### config.mk
export PLATFORM = sky130hd
export DESIGN_NAME = ex_alu_unit
export DESIGN_NICKNAME = d
export VERILOG_FILES = /design/src/rtl/ex_alu_unit_pkg.sv /design/src/rtl/ex_alu_unit_branch_cmp.sv /design/src/rtl/ex_alu_unit.sv
export SDC_FILE = /design/constraint.sdc
export NUM_CORES = 1
export LEC_CHECK = 0
export BUFFER_PORTS_ARGS = -buffer_cell sky130_fd_sc_hd__buf_4
export CAP_MARGIN = 20
export CORE_MARGIN = 4
export CORE_UTILIZATION = 45
export CTS_CLUSTER_DIAMETER = 100
export DETAILED_ROUTE_END_ITERATION = 10
export PLACE_DENSITY_LB_ADDON = 0.15
export SYNTH_ARGS = -nofsm -noshare
export SYNTH_HDL_FRONTEND = slang
export SYNTH_SLANG_ARGS = --single-unit
### constraint.sdc
create_clock -name clk -period 3 [get_ports clk]
set_input_delay 0.6 -clock clk [delete_from_list [all_inputs] [get_ports clk]]
set_output_delay 0.6 -clock clk [all_outputs]
set_load 0.02 [all_outputs]
### src/rtl/ex_alu_unit_pkg.sv
// Shared widths, tag encoding and op codes for the integer execute stage.
// Codes not listed in alu_op_e decode as NOP.
package ex_alu_unit_pkg;

    localparam int DATA_W = 32;
    localparam int ADDR_W = 32;
    localparam int TAG_W  = 4;
    localparam int OP_W   = 5;

    localparam logic [TAG_W-1:0] TAG_FREE = '0;

    typedef enum logic [OP_W-1:0] {
        OP_NOP   = 5'd0,
        OP_ADD   = 5'd1,
        OP_SUB   = 5'd2,
        OP_SLL   = 5'd3,
        OP_SRL   = 5'd4,
        OP_SRA   = 5'd5,
        OP_SLT   = 5'd6,
        OP_SLTU  = 5'd7,
        OP_XOR   = 5'd8,
        OP_OR    = 5'd9,
        OP_AND   = 5'd10,
        OP_LUI   = 5'd11,
        OP_AUIPC = 5'd12,
        OP_JAL   = 5'd13,
        OP_JALR  = 5'd14,
        OP_BEQ   = 5'd15,
        OP_BNE   = 5'd16,
        OP_BLT   = 5'd17,
        OP_BGE   = 5'd18,
        OP_BLTU  = 5'd19,
        OP_BGEU  = 5'd20
    } alu_op_e;

    // Ops that produce a register write-back (everything from ADD through JALR).
    function automatic logic op_writes_reg(input logic [OP_W-1:0] op);
        return (op >= OP_ADD) && (op <= OP_JALR);
    endfunction

    function automatic logic op_is_branch(input logic [OP_W-1:0] op);
        return (op >= OP_BEQ) && (op <= OP_BGEU);
    endfunction

endpackage

### src/rtl/ex_alu_unit_branch_cmp.sv
// Combinational conditional-branch evaluator: taken bit from operands and op.
// Non-branch and undefined op codes always report not-taken.
module ex_alu_branch_cmp
    import ex_alu_unit_pkg::*;
#(
    parameter int DATA_W = ex_alu_unit_pkg::DATA_W
) (
    input  logic [DATA_W-1:0] src1,
    input  logic [DATA_W-1:0] src2,
    input  logic [OP_W-1:0]   op,
    output logic              taken
);

    logic eq;
    logic lt_s;
    logic lt_u;

    assign eq   = (src1 == src2);
    assign lt_s = ($signed(src1) < $signed(src2));
    assign lt_u = (src1 < src2);

    always_comb begin
        taken = 1'b0;
        case (op)
            OP_BEQ:  taken = eq;
            OP_BNE:  taken = !eq;
            OP_BLT:  taken = lt_s;
            OP_BGE:  taken = !lt_s;
            OP_BLTU: taken = lt_u;
            OP_BGEU: taken = !lt_u;
            default: taken = 1'b0;
        endcase
    end

endmodule

### src/rtl/ex_alu_unit.sv
// Integer execute stage: one op per cycle, 1-cycle registered result broadcast and redirect.
// No back-pressure; rdy low freezes all state. Define EX_ALU_PERF_EN for the redirect counter on busy_cnt.
module ex_alu_unit #(
    parameter int                          DATA_W   = ex_alu_unit_pkg::DATA_W,
    parameter int                          ADDR_W   = ex_alu_unit_pkg::ADDR_W,
    parameter int                          TAG_W    = ex_alu_unit_pkg::TAG_W,
    parameter int                          OP_W     = ex_alu_unit_pkg::OP_W,
    parameter logic [ex_alu_unit_pkg::TAG_W-1:0] TAG_FREE = ex_alu_unit_pkg::TAG_FREE
) (
    input  logic              clk,
    input  logic              rst,
    input  logic              rdy,
    input  logic              issue_en,
    input  logic [DATA_W-1:0] issue_src1,
    input  logic [DATA_W-1:0] issue_src2,
    input  logic [DATA_W-1:0] issue_imm,
    input  logic [ADDR_W-1:0] issue_pc,
    input  logic [OP_W-1:0]   issue_op,
    input  logic [TAG_W-1:0]  issue_dest,
    output logic              alu_rst_en,
    output logic [TAG_W-1:0]  alu_rst_tag,
    output logic [DATA_W-1:0] alu_rst_data,
    output logic              jump_en,
    output logic [ADDR_W-1:0] jump_target,
    output logic [7:0]        busy_cnt
);

    import ex_alu_unit_pkg::*;

    logic [4:0]        shamt;
    logic [DATA_W-1:0] result;
    logic              redirect;
    logic [ADDR_W-1:0] redirect_pc;
    logic              br_taken;
    logic              bcast;
    logic              take_jump;
    logic [ADDR_W-1:0] pc_plus_imm;

    assign shamt       = issue_src2[4:0];
    assign pc_plus_imm = issue_pc + ADDR_W'(issue_imm);

    ex_alu_branch_cmp #(
        .DATA_W (DATA_W)
    ) u_branch_cmp (
        .src1  (issue_src1),
        .src2  (issue_src2),
        .op    (issue_op),
        .taken (br_taken)
    );

    always_comb begin
        result      = '0;
        redirect    = 1'b0;
        redirect_pc = '0;
        case (issue_op)
            OP_ADD:   result = issue_src1 + issue_src2;
            OP_SUB:   result = issue_src1 - issue_src2;
            OP_SLL:   result = issue_src1 << shamt;
            OP_SRL:   result = issue_src1 >> shamt;
            OP_SRA:   result = $signed(issue_src1) >>> shamt;
            OP_SLT:   result = DATA_W'($signed(issue_src1) < $signed(issue_src2));
            OP_SLTU:  result = DATA_W'(issue_src1 < issue_src2);
            OP_XOR:   result = issue_src1 ^ issue_src2;
            OP_OR:    result = issue_src1 | issue_src2;
            OP_AND:   result = issue_src1 & issue_src2;
            OP_LUI:   result = issue_src2;
            OP_AUIPC: result = DATA_W'(pc_plus_imm);
            OP_JAL: begin
                result      = DATA_W'(issue_pc + ADDR_W'(4));
                redirect    = 1'b1;
                redirect_pc = pc_plus_imm;
            end
            OP_JALR: begin
                result      = DATA_W'(issue_pc + ADDR_W'(4));
                redirect    = 1'b1;
                // Bit 0 of a register-indirect target is always discarded.
                redirect_pc = ADDR_W'(issue_src1 + issue_imm) & ~ADDR_W'(1);
            end
            default: begin
                if (op_is_branch(issue_op) && br_taken) begin
                    redirect    = 1'b1;
                    redirect_pc = pc_plus_imm;
                end
            end
        endcase
    end

    assign bcast     = issue_en && op_writes_reg(issue_op) && (issue_dest != TAG_FREE);
    assign take_jump = issue_en && redirect;

    always_ff @(posedge clk or posedge rst) begin
        if (rst) begin
            alu_rst_en   <= 1'b0;
            alu_rst_tag  <= TAG_FREE;
            alu_rst_data <= '0;
            jump_en      <= 1'b0;
            jump_target  <= '0;
        end else if (rdy) begin
            alu_rst_en   <= bcast;
            alu_rst_tag  <= bcast ? issue_dest : TAG_FREE;
            alu_rst_data <= bcast ? result : '0;
            jump_en      <= take_jump;
            jump_target  <= take_jump ? redirect_pc : '0;
        end
    end

`ifdef EX_ALU_PERF_EN
    logic [7:0] redirect_cnt;

    // Counts every accepted op that redirects, so back-to-back jumps each count.
    always_ff @(posedge clk or posedge rst) begin
        if (rst) begin
            redirect_cnt <= 8'd0;
        end else if (rdy && take_jump && (redirect_cnt != 8'hFF)) begin
            redirect_cnt <= redirect_cnt + 8'd1;
        end
    end

    assign busy_cnt = redirect_cnt;
`else
    assign busy_cnt = 8'd0;
`endif

endmodule

==> results of run 1 <==
worst max-delay path, stage by stage:
cell and delay [ns]:
buf_8 0.10, buf_4 0.15, and2_1 0.16, fa_1 0.41
a21o_1 0.21, a221o_1 0.40, o211ai_1 0.25, buf_4 0.19
a211o_1 0.24, a21oi_1 0.14, nor2_1 0.19, o21ai_0 0.19
mux2i_1 0.15, a22oi_1 0.27, o2bb2ai_4 0.10
power groups by stage:
stage,Combinational [mW],Sequential (mW),Clock (mW)
final,4.77,1.04,1.29
after global placement,4.06,1.04,0
after CTS,4.35,1.03,1.29
after detailed placement,4.13,1.05,0
after floorplan,2.03,1.10,0
after global routing,4.97,1.04,1.32
area by class of cell:
cell class	count	area, um2
Clock inverter	5	81.3
Tap cell	455	569
Timing Repair Buffer	957	7710
Clock buffer	10	239
Sequential cell	70	1750
Multi-Input combinational cell	1770	14400
Fill cell	2680	9270
Inverter	111	453
cells by family after synthesis:
| group | after synthesis | synth area share (%) |
|---|---|---|
| compound gates | 810 | 35.8 |
| simple gates | 595 | 18.1 |
| buf+inv | 263 | 6.74 |
| fa+ha+maj | 163 | 13.2 |
| xor+xnor | 99 | 5.53 |
| mux | 95 | 9.46 |
| flops | 70 | 11.2 |
| other cells | 1 | 0.0239 |
layer usage:
layer / global-route usage, % / share of wire, % / wire [um]
met5: 0 / 0.027 / 25
met4: 20.0 / 6.1 / 5550
met3: 12.5 / 14 / 12800
met2: 67.6 / 42 / 38400
met1: 58.9 / 38 / 34200
worst paths after layout:
check | endpoint | slack, ns
max | jump_target[30] | -0.51
min in group clk | alu_rst_tag[1] | 0.46
max in group asynchronous | alu_rst_data[9] | 1.97
min reg2reg | alu_rst_en | 0.49
max reg2reg | alu_rst_data[25] | 0.66
min | jump_en | 0.33
what timing repair did:
action                     CTS  global route
setup endpoints to repair   58            59
cloned                       5             1
pin swaps                   66            70
buffers inserted            25            14
resized for setup          147           137
metrics by stage:
step / std cells / total power, mW / worst slack, ns
2_1_floorplan: 2103 / 3.12 / -0.566
3_3_place_gp: 3320 / 5.10 / -0.809
3_5_place_dp: 3320 / 5.17 / -0.921
4_1_cts: 3364 / 6.67 / -0.438
5_1_grt: 3378 / 7.33 / -0.541
6_report: 3378 / 7.09 / -0.507
state kept, by name, summed over array words and instances (netlist names):
name / flops
alu_rst_data: 32
alu_rst_en: 1
alu_rst_tag: 4
jump_en: 1
jump_target: 32
synthesized netlist by cell type (42+ instances only):
cell type  number  area, um2
nand3_1        63        315
ha_1          159       1990
mux2i_1        48        480
xor2_1         43        377
dfrtp_1        70       1750
a22oi_1        50        375
xnor2_1        56        490
o2bb2ai_1      50        438
mux4_2         42        946
a21oi_1       184        921
nor2_1        174        653
a221oi_1       42        368
a21o_1         49        368
o21ai_0       139        696
inv_1         107        402
nand2_1       156        586
clkbuf_1      107        402
==> results.md, run 1 <==
* Final Hold Slack at 0.333 ns
* Die area at 37900 um2
* Crit path kind: in2reg
* NumNets Final at 3223
* IO Port Bufs at 210
* Post-layout util at 73.1%
* CTS Hold Bufs at 0
* Slew Viols, Final at 0
* CTS tree: built
* Io pins at 219
* Switch share at 44.7%
* Tightest Hold Check Type: in2async
* Worst Tran Pin Value at 1.21 ns
* Starting Density at 45.5%
* Cells after Synth at 2096
* WP data arrival at 3.75 ns
* Core footprint at 34500 um2
* Num CTS Buffers at 9
* Failing checks: negative setup slack
* Main synth FF type: dfrtp_1
* Initial DRC count at 3181
* Vias in the first global route at 21500
* Net Switching at 3.17 mW
* RSZ-0062 raised after global routing: true
* Min Tclk post-route at 3.51 ns
* P_leak at 11.8 nW
* Commonest non-fill, non-tap cell in the layout: buf_4
* TNS Setup at -15.90 ns
* Worst Clk Skew at 0 ns
* Clock Latency Late Sink at 0.37 ns
* Die width at 195 um
* Diode count at 0
* Clock-pin transition on the worst setup and hold timing paths at 0.06 ns
* DR DRC count at 0
* Seq pwr share at 14.6%
* FFs w/ async S/R, synth at 100%
* Clock Path Buffers at 2
* Worst r2r src: alu_rst_data[25]
* Final ANT Viol Nets at 0
* Max cap viols at 0
* Number of flops mapped to enable cells by yosys at 0
* Initial antenna violation count at 3
* Vias at 22600
* First drt pass iteration count at 6
* Area after DPL at 23000 um2
* PwrDens at 282 nW/um2
* Die Ht at 195 um
* CTS root buf: clkbuf_16
* First-pass GRT wire length at 131 mm
* Max-slew headroom at 19.4%
* Final Cycle Share at 117%
* Worst-case reg-to-reg path depth at 8
* Fin. Hold Viols at 0
* Worst setup path startpoint: issue_src1[0]
* Gr ovfl total at 0
* Combinational share of power at 67.2%
* CP Data Required Time at 3.24 ns
* Maximum number of pins on one net before global-route repair at 63
* Hpwl dp at 69.5 mm
* Routed len/inst at 26.9 um
* Syn_area_per_cell at 7.48 um2
* Most frequent cells in the layout: 902 x buf_4, 163 x nor2_1, 162 x a21oi_1, 155 x nand2_1, 135 x ha_1
* Final worst slack at -0.507 ns
* Total wire length at 91.0 mm
* Post-Synthesis Cell Area at 15700 um2
* Via density at 6.68
* Post-Layout Inst Area at 25200 um2
* Clock network power share at 18.2%
* Startpoint types: primary input
* Max VDD drop at 0.301 mV
* Row Count at 68
* Max FO, Critical Path at 4
* CTS H-tree depth at 3
* Achievable Freq at 285 MHz
* CTS Sinks at 70
* Crit path capture type: register
* Gpl congestion at 1.07
* Status: complete, but fails checks
* Synth Warn # at 0
* # setup viols final at 49
* Yosys cell types at 88
* Yosys reg bits at 70
* P_int at 3.92 mW
* Seq/Total Area, Yosys at 11.2%
* All-Layer GR Usage at 44.5%
* Layout cell share with drive strength beyond 1 at 43.0%
* Synth-to-layout area growth at 60.7%
(Power assumes the default switching activity.)
==> run 2, diff against run 1 <==
--- a/config.mk
+++ b/config.mk
@@ -12,6 +12,7 @@
 export CTS_CLUSTER_DIAMETER = 100
 export DETAILED_ROUTE_END_ITERATION = 10
 export PLACE_DENSITY_LB_ADDON = 0.15
+export RECOVER_POWER = 25
 export SYNTH_ARGS = -nofsm -noshare
 export SYNTH_HDL_FRONTEND = slang
 export SYNTH_SLANG_ARGS = --single-unit
==> constraint.sdc (replaced) <==
create_clock -name clk -period 2.9 [get_ports clk]
set_input_delay 0.58 -clock clk [delete_from_list [all_inputs] [get_ports clk]]
set_output_delay 0.58 -clock clk [all_outputs]
set_load 0.02 [all_outputs]
==> run 2 against run 1 <==
The flow finishes with violations (max-capacitance violations, max-slew violations, negative setup slack). Core utilization grew 2.6 points. Register-to-register slack lost 0.08 ns. Flip-flop and latch count is the same. Wire length grew 10%. Via count grew 5.2%. Setup slack lost 0.00071 ns. Non-clock buffer count grew 54. Worst hold slack gained 0.10 ns. Count of clock-buffer cells in the layout shrank 1. Critical endpoint is now jump_target[3].
==> results.md, run 2 (synthesis gave the netlist of run 1 again) <==
* Status: complete, but fails checks
* Failing checks: max-capacitance violations, max-slew violations, negative setup slack
* Vias in the first global route at 23100
* Achievable Freq at 293 MHz
* Core footprint at 34500 um2
* First drt pass iteration count at 6
* CTS H-tree depth at 3
* Initial DRC count at 3474
* Most frequent cells in the layout: 920 x buf_4, 157 x nor2_1, 154 x a21oi_1, 153 x nand2_1, 128 x ha_1
* Hold depth at 2
* Final Cycle Share at 117%
* Max FO, Critical Path at 8
* Layout cell share with drive strength beyond 1 at 45.5%
* Tightest Hold Check Type: in2reg
* CTS Sinks at 70
* Slowest stage delay, CP at 0.37 ns
* Reg2reg setup slack at 0.58 ns
* CTS Hold Bufs at 0
* Row Count at 68
* Starting Density at 45.5%
* Worst r2r src: alu_rst_data[25]
* Startpoint types: primary input
* Hold wc startpoint: issue_dest[0]
* Io pins at 219
* Max VDD drop at 0.277 mV
* CTS tree: built
* Area after DPL at 23300 um2
* Gpl congestion at 1.11
* FILL cells at 2383
* Via density at 6.91
* Total wire length at 100 mm
* Worst Hold Endpoint: alu_rst_tag[0]
* IO Port Bufs at 210
* Slew Viols, Final at 32
* P_leak at 12.1 nW
* RSZ-0062 raised after global routing: true
* Crit path capture type: register
* Max-slew headroom at -20.4%
* Worst Clk Skew at 0 ns
* CTS root buf: clkbuf_16
* Crit path buf inv count at 4
* Post-Layout Inst Area at 26100 um2
* WP data arrival at 3.65 ns
* Clock Path Buffers at 2
* Reg area at 1750 um2
* Die width at 195 um
* Largest registers: alu_rst_data: 32 flops, jump_target: 32 flops, alu_rst_tag: 4 flops
* Clock-pin transition on the worst setup and hold timing paths at 0.07 ns
* Final worst slack at -0.507 ns
* Multi-input gate area at 14700 um2
* Routed len/inst at 29.2 um
* Largest delay contributor family on the critical path: compound AO/OA/AOI/OAI gates
* NumNets Final at 3277
* Fin. Hold Viols at 0
* DP Worst Slack at -0.950 ns
* Gr ovfl total at 0
* Min Tclk post-route at 3.41 ns
* # setup viols final at 57
* Worst Tran Pin Value at 1.80 ns
* Max cap viols at 1
* Final ANT Viol Nets at 0
* DR DRC count at 0
* PwrDens at 298 nW/um2
* CP Data Required Time at 3.14 ns
* Die Ht at 195 um
* RR Endpoint: alu_rst_data[25]
* First-pass GRT wire length at 141 mm
* Worst-case reg-to-reg path depth at 9
* Crit path kind: in2reg
* Clock Latency Late Sink at 0.37 ns
* Initial antenna violation count at 3
* Synth-to-layout area growth at 66.4%
* CP max-delay cell: fa_2
* Commonest non-fill, non-tap cell in the layout: buf_4
* Maximum number of pins on one net before global-route repair at 63
* Hpwl dp at 72.5 mm
* Num CTS Buffers at 9
* Crit-path cells: buf_8 > inv_6 > ha_4 > fa_2 > or2_4 > a221oi_4 > o211ai_1 > a41o_1 > a21oi_4 > a211o_1 > mux2i_1 > o221ai_1 > nand4_1 > buf_6 > buf_12 > o2bb2ai_4
* Die area at 37900 um2
* Vias at 23700
* All-Layer GR Usage at 48.0%
==> run 2: cell count changes in the layout (fill, tap and decap cells not counted), moves of 5 or more <==
| cell | delta |
|---|---|
| a21oi_1 | -8 |
| o21ai_0 | -14 |
| ha_4 | +5 |
| a21oi_2 | +5 |
| o21ai_1 | +7 |
| buf_6 | +24 |
| nor2_1 | -6 |
| ha_1 | -7 |
| o21ai_2 | +6 |
| o2bb2ai_2 | +6 |
| o2bb2ai_4 | -5 |
| buf_4 | +18 |
| buf_12 | +8 |
| a211oi_2 | +5 |
==> run 2: worst max-delay path by stage <==
| stage | from | endpoint | slack (ns) | depth (start not counted) |
|---|---|---|---|---|
| after floorplan | issue_src2[2] | alu_rst_data[24] | -0.65 | 16 |
| after global placement | issue_src1[0] | jump_target[7] | -0.90 | 16 |
| after detailed placement | issue_src1[0] | jump_target[17] | -0.95 | 16 |
| after CTS | issue_src1[0] | jump_target[14] | -0.48 | 17 |
| after global routing | issue_src2[7] | jump_target[17] | -0.57 | 15 |
| final | issue_src1[0] | jump_target[3] | -0.51 | 16 |
==> run 2: layout make-up <==
cell class	count	share of cell area [%]
Antenna cell	3	0.0288
Clock buffer	9	0.863
Clock inverter	7	0.461
Inverter	111	1.82
Multi-Input combinational cell	1770	56.3
Sequential cell	70	6.72
Tap cell	455	2.18
Timing Repair Buffer	1011	31.6
==> run 2: what timing repair did <==
| action | 4_1_cts | 5_1_grt |
|---|---|---|
| setup buffers | 46 | 42 |
| endpoints found under the setup margin | 60 | 63 |
| gates resized for setup | 218 | 188 |
| pin swaps | 98 | 96 |
| gates cloned | 6 | 0 |
==> run 2: where the power goes <==
| group | leakage, nW | switching [mW] | internal (mW) |
|---|---|---|---|
| Sequential | 0.963 | 0.0524 | 1.03 |
| Clock | 0.166 | 0.581 | 0.846 |
| Combinational | 11.0 | 2.89 | 2.37 |
==> run 2: layer usage <==
| layer | share of wire, % | routed length, um | vias to the layer above | GRT usage, % |
|---|---|---|---|---|
| met2 | 41 | 41300 | 2165 | 71.4 |
| met5 | 0.20 | 204 | - | 0 |
| met1 | 35 | 35500 | 11100 | 61.3 |
| li1 | - | - | 9760 | - |
| met3 | 15 | 14900 | 664 | 15.9 |
| met4 | 8.5 | 8490 | 6 | 26.4 |
==> run 2: through the flow <==
| stage | cells | TNS, ns | util, % | power [mW] | hold WS (ns) |
|---|---|---|---|---|---|
| floorplan | 2103 | -29.12 | - | 3.23 | 0.592 |
| global placement | 3353 | -47.36 | 67.6 | 5.32 | 0.465 |
| detailed placement | 3354 | -49.34 | 67.6 | 5.41 | 0.475 |
| CTS | 3411 | -16.77 | 72.9 | 7.16 | 0.317 |
| global route | 3434 | -24.11 | 75.7 | 7.96 | 0.433 |
| finish | 3436 | -20.05 | 75.7 | 7.76 | 0.435 |
